## src/rtl/stage_execute_mc.sv

```systemverilog
// stage_execute_mc -- execute (X) stage of the five-stage pipeline.
//
// Resolves single-cycle ALU ops, branches/jumps and MX/WX bypassing in the
// issue cycle. Signed mul/div run on an iterative radix-2 unit, one bit per
// cycle, and hold the front of the pipeline with `stall` until done.
// Arithmetic exceptions replace `o_out` with a status code for $rstatus.
//
// Build option: define EXEC_MULDIV_EN to build the mul/div FSM and iterative
// unit. Without it mul/div complete in one cycle as an unimplemented-op trap
// (code 4/5, write_exception=1) and `stall` is tied low.
//
// Ports:
//   clock, reset                 rising-edge clock, sync active-high reset
//   insn, in_valid, flush        X instruction, valid qualifier, squash
//   regfile_operandA/B           D/X latched operands
//   pc_out, pc_upper             PC+1 of X insn, upper bits for jump targets
//   mx_bypass_A/B, wx_bypass_A/B operand source selects (MX > WX > regfile)
//   o_xm_out, data_writeReg      bypass sources
//   o_out                        result / link / setx target / exception code
//   b_out                        bypassed operand B (store data)
//   take_branch                  conditional branch taken (bne/blt/bex)
//   j_took_branch                any control transfer
//   pc_in                        redirect target (0 when none)
//   write_exception              write o_out to $rstatus
//   out_valid                    X/M latch loads a valid instruction
//   stall                        freeze PC, F/D, D/X; X/M gets a bubble
module stage_execute_mc #(
  parameter int WIDTH = 32
) (
  input  logic             clock,
  input  logic             reset,
  input  logic [31:0]      insn,
  input  logic             in_valid,
  input  logic             flush,
  input  logic [WIDTH-1:0] regfile_operandA,
  input  logic [WIDTH-1:0] regfile_operandB,
  input  logic [WIDTH-1:0] pc_out,
  input  logic [WIDTH-28:0] pc_upper,
  input  logic             mx_bypass_A,
  input  logic             mx_bypass_B,
  input  logic             wx_bypass_A,
  input  logic             wx_bypass_B,
  input  logic [WIDTH-1:0] o_xm_out,
  input  logic [WIDTH-1:0] data_writeReg,
  output logic [WIDTH-1:0] o_out,
  output logic [WIDTH-1:0] b_out,
  output logic             take_branch,
  output logic             j_took_branch,
  output logic [WIDTH-1:0] pc_in,
  output logic             write_exception,
  output logic             out_valid,
  output logic             stall
);

  localparam logic [4:0] OP_RTYPE = 5'b00000;
  localparam logic [4:0] OP_J     = 5'b00001;
  localparam logic [4:0] OP_BNE   = 5'b00010;
  localparam logic [4:0] OP_JAL   = 5'b00011;
  localparam logic [4:0] OP_JR    = 5'b00100;
  localparam logic [4:0] OP_ADDI  = 5'b00101;
  localparam logic [4:0] OP_BLT   = 5'b00110;
  localparam logic [4:0] OP_SW    = 5'b00111;
  localparam logic [4:0] OP_LW    = 5'b01000;
  localparam logic [4:0] OP_SETX  = 5'b10101;
  localparam logic [4:0] OP_BEX   = 5'b10110;

  localparam logic [4:0] ALU_ADD  = 5'b00000;
  localparam logic [4:0] ALU_SUB  = 5'b00001;
  localparam logic [4:0] ALU_AND  = 5'b00010;
  localparam logic [4:0] ALU_OR   = 5'b00011;
  localparam logic [4:0] ALU_SLL  = 5'b00100;
  localparam logic [4:0] ALU_SRA  = 5'b00101;
  localparam logic [4:0] ALU_MUL  = 5'b00110;
  localparam logic [4:0] ALU_DIV  = 5'b00111;

  localparam logic [WIDTH-1:0] CODE_ADD  = WIDTH'(1);
  localparam logic [WIDTH-1:0] CODE_ADDI = WIDTH'(2);
  localparam logic [WIDTH-1:0] CODE_SUB  = WIDTH'(3);
  localparam logic [WIDTH-1:0] CODE_MUL  = WIDTH'(4);
  localparam logic [WIDTH-1:0] CODE_DIV  = WIDTH'(5);

  // ---------------------------------------------------------------- decode
  logic [4:0]       w_opcode;
  logic [4:0]       w_aluop;
  logic [4:0]       w_shamt;
  logic             w_is_r, w_is_j, w_is_bne, w_is_jal, w_is_jr;
  logic             w_is_blt, w_is_bex, w_is_setx;
  logic [WIDTH-1:0] w_imm;
  logic [WIDTH-1:0] w_target;
  logic             w_go;

  assign w_opcode  = insn[31:27];
  assign w_aluop   = insn[6:2];
  assign w_shamt   = insn[11:7];
  assign w_is_r    = (w_opcode == OP_RTYPE);
  assign w_is_j    = (w_opcode == OP_J);
  assign w_is_bne  = (w_opcode == OP_BNE);
  assign w_is_jal  = (w_opcode == OP_JAL);
  assign w_is_jr   = (w_opcode == OP_JR);
  assign w_is_blt  = (w_opcode == OP_BLT);
  assign w_is_bex  = (w_opcode == OP_BEX);
  assign w_is_setx = (w_opcode == OP_SETX);
  assign w_imm     = {{(WIDTH-17){insn[16]}}, insn[16:0]};
  assign w_target  = {pc_upper, insn[26:0]};
  assign w_go      = in_valid & ~flush & ~reset;

  // -------------------------------------------------------------- operands
  logic [WIDTH-1:0] w_opA, w_opB;

  assign w_opA = mx_bypass_A ? o_xm_out : (wx_bypass_A ? data_writeReg : regfile_operandA);
  assign w_opB = mx_bypass_B ? o_xm_out : (wx_bypass_B ? data_writeReg : regfile_operandB);
  assign b_out = w_opB;

  // ------------------------------------------------------ single-cycle ALU
  logic [WIDTH-1:0] w_sum, w_diff, w_addr;
  logic             w_add_ovf, w_sub_ovf, w_addi_ovf;
  logic [WIDTH-1:0] w_result;
  logic             w_exc;
  logic [WIDTH-1:0] w_code;

  assign w_sum      = w_opA + w_opB;
  assign w_diff     = w_opA - w_opB;
  assign w_addr     = w_opA + w_imm;
  assign w_add_ovf  = (w_opA[WIDTH-1] == w_opB[WIDTH-1]) & (w_sum[WIDTH-1]  != w_opA[WIDTH-1]);
  assign w_sub_ovf  = (w_opA[WIDTH-1] != w_opB[WIDTH-1]) & (w_diff[WIDTH-1] != w_opA[WIDTH-1]);
  assign w_addi_ovf = (w_opA[WIDTH-1] == w_imm[WIDTH-1]) & (w_addr[WIDTH-1] != w_opA[WIDTH-1]);

  always_comb begin
    w_result = '0;
    w_exc    = 1'b0;
    w_code   = '0;
    if (w_is_r) begin
      case (w_aluop)
        ALU_ADD: begin
          w_result = w_sum;
          w_exc    = w_add_ovf;
          w_code   = CODE_ADD;
        end
        ALU_SUB: begin
          w_result = w_diff;
          w_exc    = w_sub_ovf;
          w_code   = CODE_SUB;
        end
        ALU_AND: w_result = w_opA & w_opB;
        ALU_OR:  w_result = w_opA | w_opB;
        ALU_SLL: w_result = w_opA << w_shamt;
        ALU_SRA: w_result = $signed(w_opA) >>> w_shamt;
`ifndef EXEC_MULDIV_EN
        // No multiply/divide hardware: trap so software can emulate.
        ALU_MUL: begin
          w_exc  = 1'b1;
          w_code = CODE_MUL;
        end
        ALU_DIV: begin
          w_exc  = 1'b1;
          w_code = CODE_DIV;
        end
`endif
        default: w_result = '0;
      endcase
    end else begin
      case (w_opcode)
        OP_ADDI: begin
          w_result = w_addr;
          w_exc    = w_addi_ovf;
          w_code   = CODE_ADDI;
        end
        OP_LW, OP_SW: w_result = w_addr;
        default:      w_result = '0;
      endcase
    end
  end

  // ------------------------------------------------- branch / redirect
  logic w_bne_taken, w_blt_taken, w_bex_taken;

  assign w_bne_taken = w_is_bne & (w_opA != w_opB);
  assign w_blt_taken = w_is_blt & ($signed(w_opB) < $signed(w_opA));
  assign w_bex_taken = w_is_bex & (w_opA != '0);

  assign take_branch   = w_go & (w_bne_taken | w_blt_taken | w_bex_taken);
  assign j_took_branch = w_go & (w_is_j | w_is_jal | w_is_jr |
                                 w_bne_taken | w_blt_taken | w_bex_taken);

  always_comb begin
    pc_in = '0;
    if (w_go) begin
      if (w_is_j | w_is_jal | w_bex_taken)
        pc_in = w_target;
      else if (w_bne_taken | w_blt_taken)
        pc_in = pc_out + w_imm;
      else if (w_is_jr)
        pc_in = w_opB;
    end
  end

  // ------------------------------------------------------ mul/div unit
  logic             w_is_md;
  logic             w_md_issue;
  logic             w_md_busy;
  logic             w_md_done;
  logic             w_md_is_div;
  logic [WIDTH-1:0] w_md_res;
  logic             w_md_exc;
  logic             w_unused;

`ifdef EXEC_MULDIV_EN
  localparam logic [1:0] S_IDLE = 2'd0;
  localparam logic [1:0] S_BUSY = 2'd1;
  localparam logic [1:0] S_DONE = 2'd2;
  localparam int         CW     = (WIDTH > 1) ? $clog2(WIDTH) : 1;
  localparam logic [WIDTH-1:0] MIN_NEG = {1'b1, {(WIDTH-1){1'b0}}};

  logic [1:0]       r_state;
  logic [CW-1:0]    r_count;
  logic [WIDTH-1:0] r_hi;      // mul: upper product half; div: remainder
  logic [WIDTH-1:0] r_lo;      // mul: lower product / multiplier; div: dividend -> quotient
  logic [WIDTH-1:0] r_mcand;   // |B|: multiplicand or divisor
  logic             r_is_div;
  logic             r_neg;     // result sign, applied after magnitude iteration
  logic             r_div_exc;

  logic [WIDTH-1:0]   w_absA, w_absB;
  logic [WIDTH:0]     w_mul_sum;
  logic [WIDTH:0]     w_rem_sh;
  logic [WIDTH:0]     w_rem_sub;
  logic               w_div_fits;
  logic [2*WIDTH-1:0] w_pmag, w_prod;
  logic               w_mul_ovf;
  logic [WIDTH-1:0]   w_quot;

  assign w_is_md    = w_is_r & ((w_aluop == ALU_MUL) | (w_aluop == ALU_DIV));
  assign w_md_issue = (r_state == S_IDLE) & in_valid & w_is_md & ~flush;
  assign w_md_busy  = (r_state == S_BUSY);
  assign w_md_done  = (r_state == S_DONE);
  assign w_md_is_div = r_is_div;

  assign w_absA = w_opA[WIDTH-1] ? -w_opA : w_opA;
  assign w_absB = w_opB[WIDTH-1] ? -w_opB : w_opB;

  // Shift-add multiply: product grows into r_hi while the multiplier drains
  // out of the bottom of r_lo.
  assign w_mul_sum = {1'b0, r_hi} + (r_lo[0] ? {1'b0, r_mcand} : '0);

  // Restoring divide: remainder never exceeds the divisor, so WIDTH+1 bits
  // cover the shifted partial remainder.
  assign w_rem_sh   = {r_hi, r_lo[WIDTH-1]};
  assign w_div_fits = (w_rem_sh >= {1'b0, r_mcand});
  assign w_rem_sub  = w_rem_sh - {1'b0, r_mcand};

  assign w_pmag    = {r_hi, r_lo};
  assign w_prod    = r_neg ? -w_pmag : w_pmag;
  assign w_mul_ovf = ~((&w_prod[2*WIDTH-1:WIDTH-1]) | ~(|w_prod[2*WIDTH-1:WIDTH-1]));
  assign w_quot    = r_neg ? -r_lo : r_lo;

  assign w_md_res = r_is_div ? w_quot : w_prod[WIDTH-1:0];
  assign w_md_exc = r_is_div ? r_div_exc : w_mul_ovf;
  assign w_unused = &{1'b0, w_rem_sub[WIDTH]};

  always_ff @(posedge clock) begin
    if (reset) begin
      r_state   <= S_IDLE;
      r_count   <= '0;
      r_hi      <= '0;
      r_lo      <= '0;
      r_mcand   <= '0;
      r_is_div  <= 1'b0;
      r_neg     <= 1'b0;
      r_div_exc <= 1'b0;
    end else begin
      case (r_state)
        S_IDLE: begin
          if (w_md_issue) begin
            r_state   <= S_BUSY;
            r_count   <= CW'(WIDTH - 1);
            r_hi      <= '0;
            r_lo      <= w_absA;
            r_mcand   <= w_absB;
            r_is_div  <= (w_aluop == ALU_DIV);
            r_neg     <= w_opA[WIDTH-1] ^ w_opB[WIDTH-1];
            r_div_exc <= (w_opB == '0) | ((w_opA == MIN_NEG) & (w_opB == '1));
          end
        end
        S_BUSY: begin
          if (flush) begin
            r_state <= S_IDLE;
          end else begin
            if (r_is_div) begin
              r_hi <= w_div_fits ? w_rem_sub[WIDTH-1:0] : w_rem_sh[WIDTH-1:0];
              r_lo <= {r_lo[WIDTH-2:0], w_div_fits};
            end else begin
              r_hi <= w_mul_sum[WIDTH:1];
              r_lo <= {w_mul_sum[0], r_lo[WIDTH-1:1]};
            end
            if (r_count == '0)
              r_state <= S_DONE;
            else
              r_count <= r_count - CW'(1);
          end
        end
        S_DONE:  r_state <= S_IDLE;
        default: r_state <= S_IDLE;
      endcase
    end
  end
`else
  assign w_is_md     = 1'b0;
  assign w_md_issue  = 1'b0;
  assign w_md_busy   = 1'b0;
  assign w_md_done   = 1'b0;
  assign w_md_is_div = 1'b0;
  assign w_md_res    = '0;
  assign w_md_exc    = 1'b0;
  assign w_unused    = &{1'b0, clock};
`endif

  // ------------------------------------------------------------ outputs
  assign stall = ~reset & ~flush & (w_md_issue | w_md_busy);

  // The DONE cycle still presents the mul/div insn, so only the MD path
  // may raise out_valid there.
  assign out_valid = ~reset & ~flush &
                     (w_md_done | (in_valid & ~w_is_md & ~w_md_busy));

  assign write_exception = w_md_done ? (w_md_exc & ~flush & ~reset) : (w_go & w_exc);

  always_comb begin
    o_out = w_result;
    if (w_md_done)
      o_out = w_md_exc ? (w_md_is_div ? CODE_DIV : CODE_MUL) : w_md_res;
    else if (w_is_jal)
      o_out = pc_out;
    else if (w_exc)
      o_out = w_code;
    else if (w_is_setx)
      o_out = w_target;
  end

endmodule
```

## config.mk

```make
export PLATFORM = sky130hd
export DESIGN_NAME = stage_execute_mc
export DESIGN_NICKNAME = d
export VERILOG_FILES = /design/src/rtl/stage_execute_mc.sv
export SDC_FILE = /design/constraint.sdc
export NUM_CORES = 1
export LEC_CHECK = 0
export ABC_AREA = 0
export CAP_MARGIN = 10
export CORE_AREA = 4 4 253 255
export DETAILED_ROUTE_END_ITERATION = 8
export DIE_AREA = 0 0 257 259
export GPL_TIMING_DRIVEN = 0
export PLACE_DENSITY = 0.42
export RECOVER_POWER = 100
export SETUP_SLACK_MARGIN = 0.5
export SYNTH_ARGS = -nofsm -noshare
export SYNTH_HDL_FRONTEND = slang
export SYNTH_SLANG_ARGS = --single-unit
```

## constraint.sdc

```tcl
create_clock -name vclk -period 12.77
set_input_delay 3.831 -clock vclk [all_inputs]
set_output_delay 3.831 -clock vclk [all_outputs]
set_load 0.05 [all_outputs]
```

==> flow_summary.yaml <==
sta:
  tightest_slew_ns: 1.35
  fmax_mhz: 80.7
  report.final.slew_viol_count: 0
  setup_slack_ns: 0.372
  fin_crit_sh_pct: 97.1
  finalSetupViolCount: 0
  relSlewSlack_pct: 9.08
  rsz0062_at_grt: "yes"
  timing.final.crit_period_ns: 12.40
  hold_slack_ns: 8.39
  hold_viol: 0
layout:
  nNetsFinal: 2971
  final_util_pct: 35.9
  layout.cells.non_filler: 3399
  seq_cell_count: 0
  drive_gt1_share_pct: 23.5
  synthToLayoutAreaGrowth_pct: 44.6
  seq_area_sq_um: 0
  n_fill_cell: 6559
  clkbuf_count: 0
hold_path:
  hold_depth: 4
  hold-path-endpoint: "o_out[10]"
  min_from: "pc_out[10]"
  min_path_type: "input port to output port"
yosys:
  yosys_warnings: 0
  post_synth.cell_area_avg_sq_um: 7.17
  synth_cell_types: 89
  synth_top_area_share_pct: 16.3
  ys_seq_area_share_pct: 0
  syn_nets: 2541
  yosys.area.top_type: "ha_1"
  synth_top_cells_by_area: "ha_1, mux4_2, mux2i_1, a21oi_1, o21ai_0"
  synth_area_sq_um: 15300
  syn_inst: 2133
floorplan:
  dieArea_sq_um: 66600
  start_util_pct: 24.8
  core-area_sq_um: 61600
  die_w_microns: 257
  rows: 91
  die_height_microns: 259
  ios: 306
grt:
  grt_pass1_wl_mm: 153
  grt-ovfl-total: 0
  groute.usage.overall_pct: 31.4
  first_global_vias: 19622
  grt_max_degree: 37
  antenna_found_initial: 0
setup_path:
  arrival_ns: 8.57
  crit_start: "data_writeReg[7]"
  critical_path_buf_inv_count: 7
  crit_slowest_cell: "clkdlybuf4s50_1"
  crit_path_start_kind: "input port"
  cp_max_fo: 8
  max_stage_delay_ns: 0.42
  path_cells: "clkdlybuf4s50_1 -> mux2_2 -> mux2i_4 -> buf_6 -> inv_1 -> ha_1 -> a21oi_1 -> o21bai_2 -> a221oi_4 -> buf_12 -> o211ai_1 -> a221oi_1 -> clkbuf_1 -> mux2_4 -> a31oi_4 -> or2_4 -> buf_12 -> o21ai_0 -> buf_4"
  cpMostUsedCell: "buf_12"
  crit_type: "input port to output port"
  endpoint_kind: "output port"
  critPathRequiredTime_ns: 8.94
  cpLargestDelayFamily: "compound AO/OA/AOI/OAI gates"
pwr:
  power_mw: 1.40
  p_sw_uw: 883
  power_leakage_nw: 8.78
  power_frac_comb_pct: 100.0
  sw_frac_of_total_pct: 63.2
  p_seq_share_pct: 0
  p_int_uw: 515
  p_per_area_nw_per_um2: 63.3
  clkPwrFrac_pct: 0
  ir_drop_mv: 0.0270
route:
  drcViolationCount: 0
  drtIter0Drc: 2396
  wl_per_cell_microns: 33.0
  postRouteAntennaNets: 0
  drt_first_pass_iters: 8
  wirelength_mm: 112
  viasPerCell: 6.00
  vias: 20386
place:
  hpwl_mm: 93.1
  dpl.cell_count: 3276
  place_ws_ns: -2.59
  gp_congestion: 1.00
  io_buffers: 300
status:
  status: "complete, no violations"
clock_tree:
  ctsHoldBuffers: 0
flow_run:
  cap_violations: 0
==> how the worst max path moves through the flow <==
stage	endpoint	slack, ns	cells past startpoint
after floorplan	o_out[10]	0.33	19
after global placement	pc_in[30]	-2.61	18
after detailed placement	pc_in[19]	-2.59	18
after CTS	pc_in[19]	0.47	18
after global routing	o_out[2]	0.25	20
final	o_out[2]	0.37	19
==> layout by cell type (no fill, tap or decap), types with 35 or more instances in the layout <==
cell | Yosys | final
inv_1 | 105 | 98
clkbuf_1 | 97 | 78
xnor2_1 | 65 | 64
nand3_1 | 36 | 35
a21oi_1 | 172 | 165
nor2_1 | 188 | 156
clkdlybuf4s50_1 | 0 | 190
buf_2 | 20 | 41
nand2_1 | 196 | 196
ha_1 | 199 | 184
o21ai_0 | 164 | 113
mux2i_1 | 108 | 74
buf_4 | 7 | 135
clkbuf_2 | 0 | 35
a222oi_1 | 37 | 37
mux4_2 | 56 | 56
a21o_1 | 43 | 43
==> tightest hold or removal path: cells and delay by family <==
kind,cells,cell delay [ns]
buffers and inverters,2,0.59
AND/OR/NAND/NOR,1,0.06
AO/OA/AOI/OAI,1,0.07
==> cells by family after synthesis <==
kind of cell             count (synthesis)  share of synthesized area [%]
other                                    1                         0.0245
multiplexers                           208                           18.8
adder cells (fa/ha/maj)                203                           16.8
AO/OA/AOI/OAI                          777                           34.4
XOR/XNOR                                87                           4.99
AND/OR/NAND/NOR                        596                           17.8
buffers and inverters                  261                           7.14
==> timing repair <==
action                     CTS  global route
setup endpoints to repair   67            67
buffers inserted            57            61
hold endpoints to repair     0             0
cloned                       0             3
pin swaps                   51            45
resized for setup          570           196
==> metal layers <==
metal,track usage [%],part of all wire (%),wire [microns]
met1,41.8,42,47100
met2,52.2,46,51500
met3,4.94,7.7,8600
met4,10.4,4.5,5000
met5,0,0,0
==> cells in the mapped netlist, types with 11 or more instances <==
master and number:
nor2_1 188, o21bai_1 17, mux2_2 32, xnor2_1 65
a22oi_1 24, nor3_1 40, or3_1 11, mux4_2 56
a211oi_1 39, buf_2 20, a221oi_1 23, a21oi_1 172
ha_1 199, a31oi_1 26, nand2_1 196, o21a_1 15
nor2b_1 23, o211ai_1 32, a222oi_1 37, o22ai_1 16
a21o_1 43, clkbuf_1 97, nand3_1 36, buf_1 12
nand4_1 17, o21ai_0 164, and3_1 12, o221ai_1 13
nand2b_1 25, mux2i_1 108, inv_1 105, xor2_1 22
o21ai_1 17, nor4_1 11, o31ai_1 21
==> cell type report <==
class                           count  area, sq um  area share, %
Multi-Input combinational cell   1872        15900           72.0
Timing Repair Buffer              428         3800           17.2
Tap cell                          837         1050           4.74
Buffer                            144          882           3.99
Inverter                          117          450           2.04
Antenna cell                        1         2.50         0.0113
==> power by group through the flow <==
stage          logic, mW  registers (mW)  clock network (mW)
5_1_grt             1.46               0                   0
6_report            1.40               0        0.0000000130
3_5_place_dp        1.18               0                   0
4_1_cts             1.30               0                   0
3_3_place_gp        1.19               0                   0
2_1_floorplan      0.717               0                   0
==> per-stage QoR <==
stage               TNS, ns  cell area [sq um]
global route              0              22100
detailed placement  -158.57              19700
floorplan                 0              15600
global placement    -161.91              19600
finish                    0              22100
CTS                       0              21200
Note: power is estimated with default switching activity, not from simulation.
